--- src/rtl/dual_core_ram_arbiter.sv ---
// dual_core_ram_arbiter
//   Shares one simple dual-port RAM (one registered write port, one async
//   read port) between core 0 and core 1. The write port and the read port
//   each have their own round-robin arbiter with its own "last winner"
//   pointer. All state is on wr_clk; reset is asynchronous and active-high.
//
//   Optional feature macro: RAM_ARB_FWD_EN
//     defined   -> a read accepted while the registered write port targets
//                  the same address captures the write data (forwarding).
//     undefined -> read data is always taken from the RAM's async output.
//
// Handshake: a core raises cN_*_req and holds its address (and data) steady
//   until it sees cN_*_gnt; the request is accepted on the rising edge where
//   req && gnt are both high. gnt is combinational and never high without
//   its own req. Read results come back as a 1-cycle cN_rd_valid pulse with
//   cN_rd_data, one cycle after the accepting edge.

module dual_core_ram_arbiter #(
    parameter int DATA_WIDTH = 32,
    parameter int ADDR_WIDTH = 8
) (
    input  logic                  wr_clk,
    input  logic                  reset,

    input  logic                  c0_wr_req,
    input  logic [ADDR_WIDTH-1:0] c0_wr_addr,
    input  logic [DATA_WIDTH-1:0] c0_wr_data,
    output logic                  c0_wr_gnt,
    input  logic                  c0_rd_req,
    input  logic [ADDR_WIDTH-1:0] c0_rd_addr,
    output logic                  c0_rd_gnt,
    output logic                  c0_rd_valid,
    output logic [DATA_WIDTH-1:0] c0_rd_data,

    input  logic                  c1_wr_req,
    input  logic [ADDR_WIDTH-1:0] c1_wr_addr,
    input  logic [DATA_WIDTH-1:0] c1_wr_data,
    output logic                  c1_wr_gnt,
    input  logic                  c1_rd_req,
    input  logic [ADDR_WIDTH-1:0] c1_rd_addr,
    output logic                  c1_rd_gnt,
    output logic                  c1_rd_valid,
    output logic [DATA_WIDTH-1:0] c1_rd_data,

    output logic                  ram_wr_en,
    output logic [ADDR_WIDTH-1:0] ram_write_addr,
    output logic [DATA_WIDTH-1:0] ram_write_data,
    output logic [ADDR_WIDTH-1:0] ram_read_addr,
    input  logic [DATA_WIDTH-1:0] ram_read_data
);

    // Last winner of each port: 0 = core 0, 1 = core 1. Reset to 1 so that
    // core 0 wins the first tie.
    logic                  wr_last;
    logic                  rd_last;
    logic                  wr_accept;
    logic                  rd_accept;
    logic [DATA_WIDTH-1:0] rd_capture;

    // Round-robin: a lone request always wins; on a tie the core that did
    // not win last time is granted.
    assign c0_wr_gnt = c0_wr_req & (~c1_wr_req | wr_last);
    assign c1_wr_gnt = c1_wr_req & (~c0_wr_req | ~wr_last);
    assign c0_rd_gnt = c0_rd_req & (~c1_rd_req | rd_last);
    assign c1_rd_gnt = c1_rd_req & (~c0_rd_req | ~rd_last);

    assign wr_accept = c0_wr_gnt | c1_wr_gnt;
    assign rd_accept = c0_rd_gnt | c1_rd_gnt;

    // Steer the granted core's read address to the RAM; idle reads address 0.
    always_comb begin
        ram_read_addr = '0;
        if (c0_rd_gnt) begin
            ram_read_addr = c0_rd_addr;
        end else if (c1_rd_gnt) begin
            ram_read_addr = c1_rd_addr;
        end
    end

`ifdef RAM_ARB_FWD_EN
    // The registered write lands in the RAM only at the next edge, so a read
    // of the same address in this cycle takes the in-flight write data.
    assign rd_capture = (ram_wr_en && (ram_write_addr == ram_read_addr)) ?
                        ram_write_data : ram_read_data;
`else
    // No forwarding: a read racing the in-flight write returns old data.
    assign rd_capture = ram_read_data;
`endif

    // Write port: register the winner's address/data, pulse ram_wr_en once
    // per accepted write, and move the write pointer to the winner.
    always_ff @(posedge wr_clk or posedge reset) begin
        if (reset) begin
            wr_last        <= 1'b1;
            ram_wr_en      <= 1'b0;
            ram_write_addr <= '0;
            ram_write_data <= '0;
        end else begin
            ram_wr_en <= wr_accept;
            if (wr_accept) begin
                wr_last        <= c1_wr_gnt;
                ram_write_addr <= c1_wr_gnt ? c1_wr_addr : c0_wr_addr;
                ram_write_data <= c1_wr_gnt ? c1_wr_data : c0_wr_data;
            end
        end
    end

    // Read port: capture the RAM output into the winner's data register,
    // pulse its valid for one cycle and move the read pointer to the winner.
    always_ff @(posedge wr_clk or posedge reset) begin
        if (reset) begin
            rd_last     <= 1'b1;
            c0_rd_valid <= 1'b0;
            c1_rd_valid <= 1'b0;
            c0_rd_data  <= '0;
            c1_rd_data  <= '0;
        end else begin
            c0_rd_valid <= c0_rd_gnt;
            c1_rd_valid <= c1_rd_gnt;
            if (rd_accept) begin
                rd_last <= c1_rd_gnt;
            end
            if (c0_rd_gnt) begin
                c0_rd_data <= rd_capture;
            end
            if (c1_rd_gnt) begin
                c1_rd_data <= rd_capture;
            end
        end
    end

endmodule

--- config.mk ---
export PLATFORM = sky130hd
export DESIGN_NAME = dual_core_ram_arbiter
export DESIGN_NICKNAME = d
export VERILOG_FILES = /design/src/rtl/dual_core_ram_arbiter.sv
export SDC_FILE = /design/constraint.sdc
export NUM_CORES = 1
export LEC_CHECK = 0
export CORE_MARGIN = 2
export CORE_UTILIZATION = 44
export CTS_CLUSTER_SIZE = 10
export DETAILED_ROUTE_END_ITERATION = 6
export PLACE_DENSITY = 0.95
export SYNTH_ARGS = -nofsm -noshare
export SYNTH_HDL_FRONTEND = slang
export SYNTH_SLANG_ARGS = --single-unit
--- constraint.sdc ---
create_clock -name wr_clk -period 6.7 [get_ports wr_clk]
set_input_delay 0.67 -clock wr_clk [delete_from_list [all_inputs] [get_ports wr_clk]]
set_output_delay 0.67 -clock wr_clk [all_outputs]
set_load 0.02 [all_outputs]
-- Word level (Yosys, flattened, before mapping)
Index checks and enable logic that the tools add are counted.
- register bits: 109
- output and inout port bits: 119
- logic and storage cells: 29
- muxes and demuxes: 4
- bitwise logic cells: 16
- operators by type and width (kind ; number):
    $mux 32 ; 1
    $mux 8 ; 3
    $not 1->1 ; 6
    $or 1x1->1 ; 6
    $and 1x1->1 ; 4

-- Logic depth before layout (Yosys ltp)
Gate-level depths: netlist (run 1).
- depth after elaboration: 5
- depth in mapped cells: 6

-- Least setup slack after synthesis (run 1)
No wires, ideal clock.
- path type: input port to output port
- start: input c1_wr_req
- end: output c1_wr_gnt
- arrival time: 1675 ps
- required time: 6030 ps
- setup slack: 4355 ps
- stages: 4
- buffers on the path: 3
- cells stage by stage: buf_4 -> buf_2 -> buf_2 -> a21boi_0
- cells in the longest elaborated chain, start to end: 1
- ends and longest elaborated chain (element ; line ; RTL):
    from (decl) ; 35 ; input logic c1_wr_req,
    $and 1x1->1 ; 63 ; assign c1_wr_gnt = c1_wr_req & (~c0_wr_req | ~wr_last);
    to (decl) ; 38 ; output logic c1_wr_gnt,
No other way between the ends.

-- Worst setup path after layout (run 1)
- start: input c1_wr_req
- end: output c0_wr_gnt
- cells in the longest elaborated chain, start to end: 3
- ends and longest elaborated chain (element ; line ; RTL):
    $not 1->1 ; 62 ; assign c0_wr_gnt = c0_wr_req & (~c1_wr_req | wr_last);
    $or 1x1->1 ; 62 ;
    $and 1x1->1 ; 62 ;
    to (decl) ; 28 ; output logic c0_wr_gnt,
No other way between the ends.

==> results of run 1 <==
[state kept, by name (all words and copies together), names as in the netlist]
name            cells
c1_rd_valid         1
c0_rd_valid         1
c0_rd_data         32
ram_write_addr      8
ram_write_data     32
c1_rd_data         32
ram_wr_en           1
rd_last             1
wr_last             1
[cells in the mapped netlist (3+ instances only)]
cell	n
o21ai_0	38
mux2_4	52
mux2_2	12
a22o_1	8
o32ai_1	40
a21oi_1	40
clkbuf_1	14
buf_6	10
dfrtp_1	107
o21ai_1	3
buf_2	7
nand2b_1	40
[power by group]
group          switching [mW]  internal [mW]
Combinational           0.309          0.370
Sequential             0.0760          0.758
Clock                   0.251          0.302
Total                   0.636           1.43
[kinds of logic (layout without fill, tap and decap cells)]
kind of cell | Yosys count | count (layout) | share of synthesized area
multiplexers | 64 | 64 | 0.180
flip-flops | 109 | 109 | 0.537
AO/OA/AOI/OAI | 132 | 132 | 0.169
AND/OR/NAND/NOR | 45 | 45 | 0.0605
buffers and inverters | 38 | 276 | 0.0532
[worst max-delay path, delay by kind of cell]
| family | cells | cell delay [ns] |
|---|---|---|
| buffers and inverters | 3 | 1.21 |
| AND/OR/NAND/NOR | 2 | 0.98 |
[path summary, 6_finish.rpt]
kind,slack [ns],end,startpoint,depth (start not counted)
worst max-delay path,3.14,c0_wr_gnt,c1_wr_req,5
worst min-delay path,0.51,c1_rd_data[9]$_DFFE_PP0N_,c1_rd_data[9]$_DFFE_PP0N_,1
worst max register to register,4.62,ram_write_data[14]$_DFFE_PP0P_,wr_last$_DFFE_PP1P_,3
worst min register to register,0.51,c1_rd_data[9]$_DFFE_PP0N_,c1_rd_data[9]$_DFFE_PP0N_,1
max in group asynchronous,4.71,c1_rd_data[7]$_DFFE_PP0N_,reset,3
min in group asynchronous,0.71,c1_rd_data[11]$_DFFE_PP0N_,reset,2
[through the flow]
step                cell area, sq um  utilization  setup WS, ns
finish                          7870        0.693          3.14
global route                    7870        0.693          2.96
CTS                             7870        0.693          3.12
detailed placement              7560        0.665          3.13
global placement                7560        0.665          3.23
floorplan                       5080            -          3.16
[routing by layer]
layer / track usage / share of wire / vias to the layer above
li1: - / - / 1903
met1: 0.279 / 0.37 / 2042
met2: 0.429 / 0.51 / 187
met3: 0.0964 / 0.096 / 23
met4: 0.0815 / 0.021 / 2
met5: 0 / 0.00085 / -
[cell type report]
class / instances / area (sq um)
Clock buffer: 10 / 239
Clock inverter: 6 / 70.1
Fill cell: 771 / 3500
Inverter: 4 / 25.0
Multi-Input combinational cell: 241 / 2080
Sequential cell: 109 / 2730
Tap cell: 143 / 179
Timing Repair Buffer: 256 / 2550
==> run summary, run 1 <==
status: completed
setup_tns: 0 ns
top post-synthesis cells by area: dfrtp_1 53%, mux2_4 15%, o32ai_1 6.9%, nand2b_1 4.9%, a21oi_1 3.9%
placed insts: 753
Post-synth EDFFs: 0
total gr overflow: 0
Tcrit/Tclk final: 0.531
kind of critical path: input pin to output pin
Nets: 755
worst-margin pin slew: 0.957 ns
crit-path cells: buf_2 > buf_4 > nor2b_4 > nor2_1 > clkdlybuf4s50_1
area leader, netlist: dfrtp_1
top cell type's share of synthesized area: 0.527
Post-Syn Instances: 388
Sink Count: 109
CTS tree: built
Max Cap Violations: 0
endpoint type of the worst setup path: output pin
Detailed Route WL: 15.4 mm
RePlAce Congestion: 0.886
num rows: 39
vias in the first global route: 4477
Die Span X: 111 um
commonest cells after routing, fill and taps aside: 251 x clkdlybuf4s50_1, 107 x dfrtp_1, 52 x mux2_4
commonest non-fill, non-tap cell in the layout: clkdlybuf4s50_1
Hold Worst Slack: 0.512 ns
core area: 0.0114 sq mm
minimum clock period: 3.56 ns
crit-path max cell delay: 0.91 ns
DRT antenna net count: 0
die height: 111 um
full die area: 0.0124 sq mm
# diodes: 0
HP Class: flip-flop to flip-flop
Initial Util: 0.447
Port Buffers: 252
DRT Pass-1 Iters: 4
crit path DAT: 2.89 ns
CTS Buf Count: 9
Initial DRC Count: 401
Syn Nets: 522
post-cts gate resize count: 0
ys flop type: dfrtp_1
H-tree levels: 3
Max Freq: 281 MHz
Worst Path Required: 6.03 ns
Fin. Hold Viols: 0
global-route wire length before repair: 24.2 mm
PwrDens: 262 mW/mm^2
Pleak: 3.21 nW
post-synthesis area per instance: 13.1 sq um
Global Route Usage Sum: 0.247
insertion delay to the later sink of the worst-skew pair: 0.35 ns
Layout area overhead: 54.9%
mapped cell area: 0.00508 sq mm
Tot Pwr: 2.07 mW
Final setup viols: 0
Clk pin slew, worst setup/hold paths: 0.07 ns
Worst Skew: 0.0113 ns
Ys Warns: 0
hold_buf cts: 0
Async S/R FF share, synth: 1.00
Max Slew Vio Count: 0
vias per cell: 5.41
share of layout cells above drive strength 1: 0.152
total number of vias: 4157
Setup Fix Bufs, Post-CTS: 0
num ports: 253
largest net degree at the start of global routing: 84
Crit-path slowest cell: nor2b_4
detailed placement HPWL: 11.1 mm
Startpoint Class: input pin
Avg WL per Cell: 20.0 um
clock buffer depth: 2
initial antenna violation count: 1
Yosys reg bits: 109
RSZ-0062 raised after global routing: false
Cell variety after synth: 26
register area share after synthesis: 0.537
final std cells w/o fill: 769
Root Buffer: clkbuf_16
critical-path maximum fanout: 83
Slew HR: 0.360
Worst VDD drop: 0.000183 V
DRC viols: 0
No activity file was read; power rests on OpenSTA's default activity.
==> inputs of run 2 (changes only) <==
--- a/config.mk
+++ b/config.mk
@@ -6,10 +6,10 @@
 export NUM_CORES = 1
 export LEC_CHECK = 0
 export CORE_MARGIN = 2
-export CORE_UTILIZATION = 44
+export CORE_UTILIZATION = 37
 export CTS_CLUSTER_SIZE = 10
 export DETAILED_ROUTE_END_ITERATION = 6
-export PLACE_DENSITY = 0.95
+export PLACE_DENSITY = 0.87
 export SYNTH_ARGS = -nofsm -noshare
 export SYNTH_HDL_FRONTEND = slang
 export SYNTH_SLANG_ARGS = --single-unit
==> constraint.sdc (replaced) <==
create_clock -name wr_clk -period 3.1 [get_ports wr_clk]
set_input_delay 0.31 -clock wr_clk [delete_from_list [all_inputs] [get_ports wr_clk]]
set_output_delay 0.31 -clock wr_clk [all_outputs]
set_load 0.02 [all_outputs]
==> run 2 against run 1 <==
Global-route usage down 4.6 points. Critical path depth is the same. Utilization down 9.6 points.
==> run summary, run 2 (synthesized netlist as in run 1, its figures left out) <==
Worst Path Required: 2.79 ns
commonest cells after routing, fill and taps aside: 251 x clkdlybuf4s50_1, 107 x dfrtp_1, 52 x mux2_4
Fin. Hold Viols: 0
Root Buffer: clkbuf_16
top flop regs: c0_rd_data: 32 flops, c1_rd_data: 32 flops, ram_write_data: 32 flops
vias in the first global route: 4359
DRT antenna net count: 0
Crit path max-delay family: buffers and inverters
RePlAce Congestion: 0.769
Crit-path slowest cell: clkdlybuf4s50_1
initial antenna violation count: 0
Hold Worst Slack: 0.361 ns
global-route wire length before repair: 22.9 mm
Tcrit/Tclk final: 0.821
minimum clock period: 2.54 ns
total gr overflow: 0
Clk pin slew, worst setup/hold paths: 0.08 ns
CTS tree: built
# diodes: 0
Clk pwr share: 0.270
Int Pwr: 3.09 mW
core area: 0.0133 sq mm
Global Route Usage Sum: 0.201
critical path launch point: rd_last$_DFFE_PP1P_
Detailed Route WL: 14.9 mm
Nets: 758
kind of critical path: flip-flop to output pin
HP Class: input pin to flip-flop
Final WS setup: 0.555 ns
CP Buf/Inv Count: 2
Max Freq: 393 MHz
worst flop-to-flop path endpoint: ram_write_data[20]$_DFFE_PP0P_
PwrDens: 562 mW/mm^2
CTS Buf Count: 9
placed insts: 789
DRC viols: 0
power share of the sequential group: 0.397
RSZ-0062 raised after global routing: false
status: completed
num ports: 253
Layout area overhead: 56.5%
post-cts gate resize count: 0
final core utilization: 0.596
Slew HR: 0.486
endpoint type of the worst setup path: output pin
r2r startpoint: wr_last$_DFFE_PP1P_
crit-path max cell delay: 0.60 ns
Setup Fix Bufs, Post-CTS: 0
Die Span X: 121 um
Tot Pwr: 4.47 mW
Logic pwr share: 0.333
detailed placement HPWL: 10.6 mm
H-tree levels: 3
switching share of total power: 0.308
final std cells w/o fill: 805
DRT Pass-1 Iters: 4
Pleak: 3.24 nW
Sink Count: 109
clock buffer depth: 2
crit-path cells: nand2b_4 > nand2_8 > inv_8 > a22o_1 > clkdlybuf4s50_1
Initial Util: 0.381
Stages on worst setup path: 5
capture point of the worst path: ram_read_addr[1]
switching power total: 1.38 mW
commonest non-fill, non-tap cell in the layout: clkdlybuf4s50_1
Worst VDD drop: 0.000337 V
worst-margin pin slew: 0.771 ns
Final setup viols: 0
total number of vias: 4181
Post-DP Area: 0.00764 sq mm
die height: 121 um
Startpoint Class: flip-flop
crit path DAT: 2.23 ns
Max Slew Vio Count: 0
R2R setup slack: 1.47 ns
share of layout cells above drive strength 1: 0.156
Initial DRC Count: 153
setup_tns: 0 ns
full die area: 0.0147 sq mm
# fillers: 1038
critical-path maximum fanout: 36
Worst Skew: 0.00702 ns
Port Buffers: 252
worst slack, placed: 0.562 ns
Avg WL per Cell: 18.5 um
num rows: 42
Reg2Reg Depth: 4
hold_buf cts: 0
vias per cell: 5.19
Max Cap Violations: 0
largest net degree at the start of global routing: 110
design area: 0.00796 sq mm
insertion delay to the later sink of the worst-skew pair: 0.35 ns
[run 2: how the worst min path moves through the flow]
stage / endpoint / depth (start not counted) / startpoint
6_report: ram_write_data[0]$_DFFE_PP0P_ / 3 / c1_wr_req
5_1_grt: ram_write_data[2]$_DFFE_PP0P_ / 3 / c1_wr_req
4_1_cts: ram_write_data[2]$_DFFE_PP0P_ / 3 / c1_wr_req
3_5_place_dp: c1_rd_data[18]$_DFFE_PP0N_ / 1 / c1_rd_data[18]$_DFFE_PP0N_
3_3_place_gp: c0_rd_data[26]$_DFFE_PP0P_ / 1 / c0_rd_data[26]$_DFFE_PP0P_
2_1_floorplan: rd_last$_DFFE_PP1P_ / 1 / c0_rd_req
[run 2: power by group through the flow]
stage                     registers, mW  logic [mW]  clock network (mW)
after floorplan                    2.03       0.523                   0
after global placement             1.79        1.46                   0
after detailed placement           1.79        1.49                   0
after CTS                          1.77        1.50                1.24
after global routing               1.80        1.57                1.30
final                              1.77        1.49                1.20
[run 2: cell type report]
cell class	count	area (sq um)	area share
Tap cell	176	220	0.0277
Clock buffer	9	225	0.0283
Timing Repair Buffer	259	2580	0.325
Sequential cell	109	2730	0.343
Inverter	4	26.3	0.00330
Clock inverter	7	88.8	0.0112
Multi-Input combinational cell	241	2080	0.262
[run 2: per-layer routing]
layer / up-vias / track usage / wire (um)
met5: - / 0 / 0
li1: 1908 / - / -
met2: 226 / 0.346 / 7360
met4: 0 / 0.0675 / 284
met1: 2023 / 0.231 / 5700
met3: 24 / 0.0710 / 1530
[run 2: worst register-to-register path, cell delays in order, from the launching register on]
cell     delay [ns]
dfstp_2        0.70
nor2b_4        0.07
buf_4          0.27
o32ai_1        0.34
a21oi_1        0.09
==> inputs of run 3 (changes only) <==
--- a/config.mk
+++ b/config.mk
@@ -6,10 +6,10 @@
 export NUM_CORES = 1
 export LEC_CHECK = 0
 export CORE_MARGIN = 2
-export CORE_UTILIZATION = 37
+export CORE_UTILIZATION = 41
 export CTS_CLUSTER_SIZE = 10
 export DETAILED_ROUTE_END_ITERATION = 6
-export PLACE_DENSITY = 0.87
+export PLACE_DENSITY = 0.91
 export SYNTH_ARGS = -nofsm -noshare
 export SYNTH_HDL_FRONTEND = slang
 export SYNTH_SLANG_ARGS = --single-unit
==> constraint.sdc (replaced) <==
create_clock -name wr_clk -period 2.6 [get_ports wr_clk]
set_input_delay 0.26 -clock wr_clk [delete_from_list [all_inputs] [get_ports wr_clk]]
set_output_delay 0.26 -clock wr_clk [all_outputs]
set_load 0.02 [all_outputs]
==> run 3 against run 2 <==
Largest power group unchanged. Critical endpoint is now ram_read_addr[0]. Combinational power up 21%. Utilization up 6.1 points. Final area down 0.31%. Total power up 17%. First-iteration DRC count down 8.5%. Largest cell class unchanged.
==> run summary, run 3 (synthesized netlist as in run 1, its figures left out) <==
RePlAce Congestion: 0.851
final core utilization: 0.658
# fillers: 849
Tcrit/Tclk final: 0.891
worst slack, placed: 0.311 ns
Root Buffer: clkbuf_16
setup_tns: 0 ns
share of layout cells above drive strength 1: 0.157
DRT Pass-1 Iters: 4
largest net degree at the start of global routing: 82
Final WS setup: 0.285 ns
Clk pin slew, worst setup/hold paths: 0.07 ns
crit path DAT: 2.06 ns
detailed placement HPWL: 11.3 mm
Die Span X: 115 um
endpoint type of the worst setup path: output pin
Global Route Usage Sum: 0.233
vias per cell: 5.24
Max Freq: 432 MHz
switching share of total power: 0.316
Slew HR: 0.515
Startpoint Class: flip-flop
RSZ-0062 raised after global routing: false
Final setup viols: 0
crit-path max cell delay: 0.61 ns
# diodes: 0
num ports: 253
commonest non-fill, non-tap cell in the layout: clkdlybuf4s50_1
worst-margin pin slew: 0.727 ns
switching power total: 1.65 mW
post-cts gate resize count: 0
die height: 115 um
Crit-path slowest cell: clkdlybuf4s50_1
clock buffer depth: 2
Worst Path Required: 2.34 ns
Clk pwr share: 0.251
Logic pwr share: 0.343
PwrDens: 660 mW/mm^2
Max Slew Vio Count: 0
Tot Pwr: 5.23 mW
DRT antenna net count: 0
Port Buffers: 252
full die area: 0.0133 sq mm
HP Class: input pin to flip-flop
insertion delay to the later sink of the worst-skew pair: 0.34 ns
Max Cap Violations: 0
total number of vias: 4179
global-route wire length before repair: 23.7 mm
Initial DRC Count: 140
crit-path cells: nand2b_4 > nand2_8 > inv_8 > a22o_1 > clkdlybuf4s50_1
Initial Util: 0.421
Layout area overhead: 56.0%
Worst VDD drop: 0.000408 V
H-tree levels: 3
status: completed
CTS Buf Count: 9
power share of the sequential group: 0.406
hold_buf cts: 0
Worst Skew: 0.0117 ns
Setup Fix Bufs, Post-CTS: 0
Pleak: 3.22 nW
top flop regs: c0_rd_data: 32 flops, c1_rd_data: 32 flops, ram_write_data: 32 flops
Sink Count: 109
core area: 0.0121 sq mm
Fin. Hold Viols: 0
vias in the first global route: 4535
Nets: 760
num rows: 40
commonest cells after routing, fill and taps aside: 251 x clkdlybuf4s50_1, 107 x dfrtp_1, 52 x mux2_4
Avg WL per Cell: 19.5 um
critical-path maximum fanout: 11
Detailed Route WL: 15.6 mm
CTS tree: built
initial antenna violation count: 0
kind of critical path: flip-flop to output pin
minimum clock period: 2.32 ns
DRC viols: 0
total gr overflow: 0
Int Pwr: 3.58 mW
## run 3: cell count changes in the layout (fill, tap and decap cells not counted), sizes merged
| cell | before | now |
|---|---|---|
| inv | 7 | 5 |
| clkinvlp | 1 | 4 |
| buf | 8 | 10 |
| clkinv | 2 | 1 |
| bufinv | 1 | 0 |
## run 3: power groups by stage
stage          logic (mW)  clock network [mW]  registers, mW
2_1_floorplan       0.624                   0           2.42
3_3_place_gp         1.75                   0           2.13
3_5_place_dp         1.80                   0           2.14
4_1_cts              1.81                1.34           2.12
5_1_grt              1.90                1.40           2.15
6_report             1.80                1.31           2.13
## run 3: area by class of cell
cell class | count | area [sq um] | area share
clock buffers | 9 | 225 | 0.0284
flip-flops and latches | 109 | 2730 | 0.344
well taps | 168 | 210 | 0.0265
clock inverters | 6 | 58.8 | 0.00741
multi-input cells | 241 | 2080 | 0.263
inverters | 4 | 26.3 | 0.00331
repair buffers | 261 | 2600 | 0.327
## run 3: worst max-delay path: cells and delay by family (launching register included)
family,cells,cell delay (ns)
buf+inv,2,0.72
flops,1,0.58
simple gates,2,0.26
compound gates,1,0.15
## run 3: worst paths after layout
path / depth (start not counted) / slack (ns) / to / from
max: 5 / 0.28 / ram_read_addr[0] / rd_last$_DFFE_PP1P_
min: 2 / 0.14 / ram_wr_en$_DFF_PP0_ / c1_wr_req
max reg2reg: 5 / 0.69 / c0_rd_data[25]$_DFFE_PP0P_ / rd_last$_DFFE_PP1P_
min reg2reg: 1 / 0.51 / c0_rd_data[28]$_DFFE_PP0P_ / c0_rd_data[28]$_DFFE_PP0P_
max in group asynchronous: 3 / 1.61 / c0_rd_data[3]$_DFFE_PP0P_ / reset
min in group asynchronous: 3 / 0.48 / c1_rd_data[12]$_DFFE_PP0N_ / reset
## run 3: routing by layer
metal	routed length (um)	vias up	global-route usage
met2	7780	216	0.398
li1	-	1902	-
met3	1670	35	0.0965
met1	5650	2026	0.254
met4	476	0	0.106
met5	0	-	0
## run 3: through the flow
| stage | std cells | instance area, sq um | hold slack (ns) |
|---|---|---|---|
| floorplan | 388 | 5090 | 0.323 |
| global placement | 783 | 7650 | 0.490 |
| detailed placement | 783 | 7650 | 0.494 |
| CTS | 798 | 7930 | 0.130 |
| global route | 798 | 7930 | 0.156 |
| finish | 798 | 7930 | 0.144 |
